--- config.mk ---
export PLATFORM = sky130hd
export DESIGN_NAME = conv_0_mac_pipe
export DESIGN_NICKNAME = d
export VERILOG_FILES = /design/src/rtl/conv_0_mac_pkg.sv /design/src/rtl/conv_0_mac_mul_pipe.sv /design/src/rtl/conv_0_mac_pipe.sv
export SDC_FILE = /design/constraint.sdc
export NUM_CORES = 1
export LEC_CHECK = 0
export BUFFER_PORTS_ARGS = -buffer_cell sky130_fd_sc_hd__buf_2
export CAP_MARGIN = 30
export CORE_UTILIZATION = 57
export DETAILED_ROUTE_END_ITERATION = 16
export MAX_ROUTING_LAYER = met4
export PLACE_DENSITY_LB_ADDON = 0.25
export SLEW_MARGIN = 20
export SYNTH_ARGS = -nofsm -noshare
export SYNTH_HDL_FRONTEND = slang
export SYNTH_SLANG_ARGS = --single-unit
--- constraint.sdc ---
create_clock -name clk -period 4.5 [get_ports clk]
set_clock_uncertainty 0.05 [all_clocks]
set_input_delay 0.45 -clock clk [delete_from_list [all_inputs] [get_ports clk]]
set_output_delay 0.45 -clock clk [all_outputs]
set_load 0.03 [all_outputs]
--- src/rtl/conv_0_mac_pkg.sv ---
// conv_0_mac_pkg: shared mode constants, stage sideband type and saturation bounds for the conv_0 MAC
package conv_0_mac_pkg;
   localparam logic MODE_MUL = 1'b0;
   localparam logic MODE_MAC = 1'b1;
   typedef struct packed {
      logic valid;
      logic mode;
      logic last;
   } side_t;
   function automatic logic signed [63:0] sat_max(input int w);
      return (64'sd1 <<< (w - 1)) - 64'sd1;
   endfunction
   function automatic logic signed [63:0] sat_min(input int w);
      return -(64'sd1 <<< (w - 1));
   endfunction
endpackage

--- src/rtl/conv_0_mac_mul_pipe.sv ---
// conv_0_mac_mul_pipe: signed full-precision multiplier followed by NUM_STAGE enabled pipeline registers
//   clk, reset : clock, asynchronous active-high reset
//   en_i       : common advance enable (low while the output stage is stalled)
//   a_i, b_i   : signed operands
//   p_o        : product, NUM_STAGE cycles after the operands were presented with en_i high
module conv_0_mac_mul_pipe #(
   parameter int A_W       = 16,
   parameter int B_W       = 8,
   parameter int NUM_STAGE = 3
) (
   input  logic                        clk,
   input  logic                        reset,
   input  logic                        en_i,
   input  logic signed [A_W-1:0]       a_i,
   input  logic signed [B_W-1:0]       b_i,
   output logic signed [A_W+B_W-1:0]   p_o
);
   localparam int P_W = A_W + B_W;
   logic signed [P_W-1:0] p_q [NUM_STAGE];
   always_ff @(posedge clk or posedge reset) begin
      if (reset) begin
         for (int i = 0; i < NUM_STAGE; i++) p_q[i] <= '0;
      end else if (en_i) begin
         p_q[0] <= P_W'(a_i) * P_W'(b_i);
         for (int i = 1; i < NUM_STAGE; i++) p_q[i] <= p_q[i-1];
      end
   end
   assign p_o = p_q[NUM_STAGE-1];
endmodule

--- src/rtl/conv_0_mac_pipe.sv ---
// conv_0_mac_pipe: pipelined signed MUL/MAC with valid/ready flow control and optional saturation
//   clk, reset           : clock, asynchronous active-high reset
//   in_valid/in_ready    : input beat handshake
//   din0, din1           : signed activation / weight
//   in_mode, in_last     : 0 = MUL, 1 = MAC; in_last closes a MAC dot product
//   out_valid/out_ready  : result handshake
//   dout, out_ovf        : result and overflow flag for that result
module conv_0_mac_pipe import conv_0_mac_pkg::*; #(
   parameter int DIN0_WIDTH = 16,
   parameter int DIN1_WIDTH = 8,
   parameter int ACC_WIDTH  = 32,
   parameter int NUM_STAGE  = 3,
   parameter bit SATURATE   = 1'b0
) (
   input  logic                         clk,
   input  logic                         reset,
   input  logic                         in_valid,
   output logic                         in_ready,
   input  logic signed [DIN0_WIDTH-1:0] din0,
   input  logic signed [DIN1_WIDTH-1:0] din1,
   input  logic                         in_mode,
   input  logic                         in_last,
   output logic                         out_valid,
   input  logic                         out_ready,
   output logic signed [ACC_WIDTH-1:0]  dout,
   output logic                         out_ovf
);
   localparam int P_W = DIN0_WIDTH + DIN1_WIDTH;
   localparam int MSB = ACC_WIDTH - 1;
   localparam logic signed [ACC_WIDTH-1:0] SMAX = ACC_WIDTH'(sat_max(ACC_WIDTH));
   localparam logic signed [ACC_WIDTH-1:0] SMIN = ACC_WIDTH'(sat_min(ACC_WIDTH));
   if (NUM_STAGE < 1 || NUM_STAGE > 6 || ACC_WIDTH < P_W) begin : g_param_check
      $error("conv_0_mac_pipe: illegal NUM_STAGE or ACC_WIDTH");
   end
   logic                        stall, en;
   side_t                       side_in, s;
   side_t                       side_q [NUM_STAGE];
   logic signed [P_W-1:0]       prod;
   logic signed [ACC_WIDTH-1:0] prod_x, sum, sum_sat;
   logic signed [ACC_WIDTH-1:0] acc_q, acc_d, dout_q, dout_d;
   logic                        ovf_q, ovf_d, out_ovf_q, out_ovf_d, out_valid_q, out_valid_d;
   logic                        add_ovf;
   // A held result freezes the whole pipe so nothing behind it is lost.
   assign stall    = out_valid_q & ~out_ready;
   assign en       = ~stall;
   assign in_ready = ~reset & ~stall;
   assign side_in  = '{valid: in_valid & in_ready, mode: in_mode, last: in_last};
   conv_0_mac_mul_pipe #(
      .A_W       (DIN0_WIDTH),
      .B_W       (DIN1_WIDTH),
      .NUM_STAGE (NUM_STAGE)
   ) u_mul (
      .clk   (clk),
      .reset (reset),
      .en_i  (en),
      .a_i   (din0),
      .b_i   (din1),
      .p_o   (prod)
   );
   always_ff @(posedge clk or posedge reset) begin
      if (reset) begin
         for (int i = 0; i < NUM_STAGE; i++) side_q[i] <= '0;
      end else if (en) begin
         side_q[0] <= side_in;
         for (int i = 1; i < NUM_STAGE; i++) side_q[i] <= side_q[i-1];
      end
   end
   assign s      = side_q[NUM_STAGE-1];
   assign prod_x = ACC_WIDTH'(prod);
   assign sum    = acc_q + prod_x;
   // Overflow: both operands share a sign the wrapped sum does not.
   assign add_ovf = (acc_q[MSB] == prod_x[MSB]) && (sum[MSB] != acc_q[MSB]);
   assign sum_sat = (SATURATE && add_ovf) ? (acc_q[MSB] ? SMIN : SMAX) : sum;
   always_comb begin
      acc_d       = acc_q;
      ovf_d       = ovf_q;
      dout_d      = dout_q;
      out_ovf_d   = out_ovf_q;
      out_valid_d = out_valid_q & ~out_ready;
      if (en && s.valid) begin
         if (s.mode == MODE_MUL) begin
            out_valid_d = 1'b1;
            dout_d      = prod_x;
            out_ovf_d   = 1'b0;
         end else if (s.last) begin
            out_valid_d = 1'b1;
            dout_d      = sum_sat;
            out_ovf_d   = ovf_q | add_ovf;
            acc_d       = '0;
            ovf_d       = 1'b0;
         end else begin
            acc_d = sum_sat;
            ovf_d = ovf_q | add_ovf;
         end
      end
   end
   always_ff @(posedge clk or posedge reset) begin
      if (reset) begin
         acc_q       <= '0;
         ovf_q       <= 1'b0;
         dout_q      <= '0;
         out_ovf_q   <= 1'b0;
         out_valid_q <= 1'b0;
      end else begin
         acc_q       <= acc_d;
         ovf_q       <= ovf_d;
         dout_q      <= dout_d;
         out_ovf_q   <= out_ovf_d;
         out_valid_q <= out_valid_d;
      end
   end
   assign out_valid = out_valid_q;
   assign dout      = dout_q;
   assign out_ovf   = out_ovf_q;
endmodule
=== Word level (Yosys, flattened, before mapping) ===
Cells that the tools add are included.

* Add/subtract/negate cells: 1
* Multiply operators: 1
* Equal/unequal tests: 3
* Muxes and demuxes: 9
* Bitwise operators: 7
* Reductions and logical operators: 4

{| class="wikitable"
|+ Operators by type and width
! operator !! number
|-
| 2-to-1 mux 32 bit || 3
|-
| adder 32 x 24 -> 32 bit || 1
|-
| multiplier 16 x 8 -> 24 bit || 1
|-
| 2-to-1 mux 1 bit || 6
|-
| AND reduction 2 bit || 2
|-
| bitwise AND 1 bit || 3
|-
| inverter 1 bit || 3
|-
| logical AND 1 bit || 2
|-
| inequality test 2 bit (second input constant) || 1
|-
| equality test 1 bit || 1
|-
| inequality test 1 bit || 1
|-
| OR 1 bit || 1
|}

* Bits in registers: 148
* Input port bits: 30
* Output and inout port bits: 35
* Word-level logic and storage cells: 42

=== Logic depth before layout (Yosys ltp) ===
* Depth after elaboration: 6
* Gate-level depth with buffers: 20
* Mapped depth without buffers: 19

=== Hierarchy ===
Synthesis repeated with hierarchy kept, for this count alone.

* Cell total of the unflattened synthesis: 1,257
* Area total of the unflattened synthesis: 12,421.9 um2

{| class="wikitable"
|+ Modules (own cells, without submodules)
! module !! times used !! cells each !! area each (um2) !! seq. area each (um2)
|-
| conv_0_mac_mul_pipe || 1 || 747 || 7,505.9 || 1,801.7
|-
| conv_0_mac_pipe || 1 || 510 || 4,916.0 || 1,901.8
|}

=== Least setup slack after synthesis ===
No wires, ideal clock.

* Path kind: input to register
* Start point: input port din1[7]
* End point: register u_mul.p_q[71] (netlist name)
* Setup time: 0.082 ns
* Arrival: 5.093 ns
* Required time: 4.368 ns
* Path slack: -0.725 ns
* Stages on the path: 18
* Buffers on the path: 1
* Path through: inv_1 > buf_1 > nor2_1 > fa_1 > fa_1 > fa_1 > inv_1 > fa_1 > inv_1 > ha_1 > o21a_1 > o21a_1 > a41o_1 > o32ai_4 > o21ai_1 > o21a_1 > or3_1 > a31oi_1

* Cells in the longest elaborated chain, start to end: 1

{| class="wikitable"
|+ RTL lines
! what !! line !! text
|-
| start, declared || conv_0_mac_pipe.sv:20 || <nowiki>input logic signed [DIN1_WIDTH-1:0] din1,</nowiki>
|-
| multiplier 16 x 8 -> 24 bit || conv_0_mac_mul_pipe.sv:24 || <nowiki>p_q[0] <= P_W'(a_i) * P_W'(b_i);</nowiki>
|-
| end, declared || conv_0_mac_mul_pipe.sv:19 || <nowiki>logic signed [P_W-1:0] p_q [NUM_STAGE];</nowiki>
|}

No other way between the ends.
A chain may end at the register's enable or synchronous reset.

=== Final worst setup path ===
Ends and elaborated chain as after synthesis.

==> results.toml <==
[status]
status = "finished, violations left"
violations = "negative setup slack"

[layout]
layout.cells.non_filler = 1710
syn_to_final_growth_pct = 17.4
layout.nets = 1637
drive_gt1_frac = 0.165
design_area_um2 = 13800
finish.utilization = 0.683
num_antenna_cells = 0

[synthesis]
ys_warn_count = 0
synth_seq_area_share = 0.315
netlist_instances = 1298
synth-xor-area-share = 0.0384
synthSimpleGateAreaFrac = 0.187
synth_top_family_by_area = "adder cells"
synth_nets = 1508
synthArstFlopShare = 1.00
synth-compound-area-share = 0.129
synth.most_common_cell = "nand2_1"
netlist_top_cells_area = "dfrtp_1 31%, fa_1 18%, nand2_1 9.0%, ha_1 8.1%, and2_1 4.7%"
synth-edff-count = 0
synthFlopType = "dfrtp_1"
syn_area_per_cell_um2 = 9.07
synth.top_cell.area_share = 0.315
syn_area_um2 = 11800
synthAdderAreaFrac = 0.258
ys_ff_latch = 148
synth.distinct_cells = 58
yosys-top-cells-count = "281 x nand2_1, 148 x dfrtp_1, 142 x inv_1"
synth_top_cell_by_area = "dfrtp_1"
muxShareOfSynthArea = 0.0129

[grt]
grt_pass1_vias = 9099
track_usage = 0.259
grt_max_degree = 104
antenna_found_initial = 0
grt_overflow = 0
grt_pass1_wl_um = 43700

[setup_path]
cp_cell_sequence = "buf_8, clkinvlp_4, buf_6, nor2_4, fa_1, fa_1, fa_1, inv_2, fa_1, inv_2, ha_4, nor3_2, o21ai_1, a41o_1, o32ai_4, o21ai_2, o21a_1, or3_1, a31oi_1"
ff2ff_setup_slack_ns = 1.12
crit_top_cell = "fa_1"
endpoint_kind = "flip-flop"
crit_required_ns = 4.80
path_class = "in -> reg"
start_kind = "primary input"
r2r-start = "u_mul.p_o[0]"
path_max_fanout = 6
timing.rr.end = "dout[26]"
worstPathArrival_ns = 4.84
max_stage_delay_ns = 0.54
r2r_cells = 11
cp_slowest_cell = "fa_1"

[routing]
drc_errors = 0
vias_per_cell = 5.32
wl_met3_um = 675
wl_per_cell_um = 14.6
vias = 9098
drt_iter0_markers = 403
wirelength_um = 24900
highest_layer = "met4"
dr_wl_met2_um = 12100
antenna_left = 0
wl_met1_um = 11700
dr.pass1.iters = 4

[timing]
rsz0062_at_grt = "yes"
period_share = 1.01
whs_ns = 0.168
min_period_ns = 4.54
tns_ns = -0.0381
hold_viol_final = 0
slew-limit-headroom = 0.441
setup_slack_ns = -0.0379
clock.fmax_mhz = 220
tightest_slew_ns = 0.838
final_max_slew_viol_count = 0
setup_viol = 2

[power]
leakage_nw = 6.94
powerDensity_nw_per_um2 = 757
peakVddDrop_v = 0.000311

[clocking]
max-clock-path-buffers = 2
cts_made_buffers = 17
cts_tree = "done"
insertion_delay_ns = 0.43
clk_pin_slew_ns = 0.07
clock-root-buffer = "clkbuf_16"
clock_sinks = 148
cts-htree-levels = 4

[hold_path]
holdPathEnd = "side_q[6]"
holdPathStages = 3
hp-start = "in_last"
hold_class = "in -> reg"

[floorplan]
io-pin-count = 65
die_w_um = 146
dieArea_um2 = 21200
initial_core_util = 0.582
coreArea_um2 = 20200
die_h_um = 146
num_rows = 52

[placement]
gp_congestion = 0.897
portBuffers = 64
dpl.cell_count = 1673
detailed_place_hpwl_um = 18700
placed_area_um2 = 13000

[run]
cap_violations = 0
==> power by group <==
part	switching, mW	internal, mW	leakage, nW
sequential	0.433	1.97	1.82
combinational	3.66	2.93	4.82
clock	0.663	0.806	0.305
total	4.76	5.71	6.94
==> state kept, by name, indices dropped and copies added (netlist names) <==
name and flops:
u_mul.p_q 48, acc_q 32, dout 32, u_mul.p_o 24, side_q 6, s 3, out_ovf 1, out_valid 1
ovf_q 1
==> critical path: cells and delay by family <==
kind                     cells  cell delay, ns
AO/OA/AOI/OAI                6            1.20
adder cells (fa/ha/maj)      5            2.10
buffers and inverters        5            0.53
AND/OR/NAND/NOR              3            0.58
==> per-layer routing <==
layer / global-route usage / vias to the layer above
met1: 0.351 / 4427
li1: - / 4492
met5: - / -
met2: 0.419 / 149
met4: 0.0663 / 0
met3: 0.0282 / 30
==> cell families after synthesis <==
family,count (synthesis)
adder cells (fa/ha/maj),180
buffers and inverters,184
flip-flops,148
AND/OR/NAND/NOR,488
multiplexers,15
XOR/XNOR,50
AO/OA/AOI/OAI,233
==> layout by cell type (no fill, tap or decap), types with 16 or more instances in the layout <==
cell         n
nor2_1      53
buf_2       62
a22o_1      16
buf_4       82
fa_1       101
nand2_1    280
o21ai_0     60
dfrtp_1    148
clkbuf_16   17
xor2_1      21
ha_1        69
inv_1      132
a21oi_1     61
and2_1      86
xnor2_1     28
==> metrics by stage <==
step                      setup slack, ns  total power, mW
after floorplan                    -0.150             7.12
after global placement             -0.416             8.64
after detailed placement           -0.527             8.83
after CTS                        -0.00307             10.4
after global routing               -0.197             11.5
final                             -0.0379             10.5
==> worst max-delay path by stage <==
stage / endpoint / cells past startpoint / startpoint / slack [ns]
global placement: u_mul.p_q[70] / 19 / din1[7] / -0.42
CTS: u_mul.p_q[67] / 20 / din1[7] / -0.003
detailed placement: u_mul.p_q[68] / 19 / din1[7] / -0.53
global route: u_mul.p_q[71] / 19 / din1[7] / -0.20
finish: u_mul.p_q[71] / 19 / din1[7] / -0.04
floorplan: u_mul.p_q[71] / 18 / din1[7] / -0.15
==> repair_timing <==
item / 4_1_cts / 5_1_grt
gates resized for setup: 1 / 28
endpoints found under the setup margin: 6 / 8
endpoints found under the hold margin: 0 / 26
buffers inserted: 2 / 1
hold buffers: 0 / 1
pin swaps: 0 / 18
==> final cells by class <==
type / count / area, µm²
Fill cell: 1600 / 6410
Timing Repair Buffer: 152 / 1040
Clock buffer: 17 / 425
Sequential cell: 148 / 3700
Multi-Input combinational cell: 966 / 7570
Inverter: 142 / 542
Tap cell: 270 / 338
Clock inverter: 15 / 205
(Power assumes the default switching activity.)
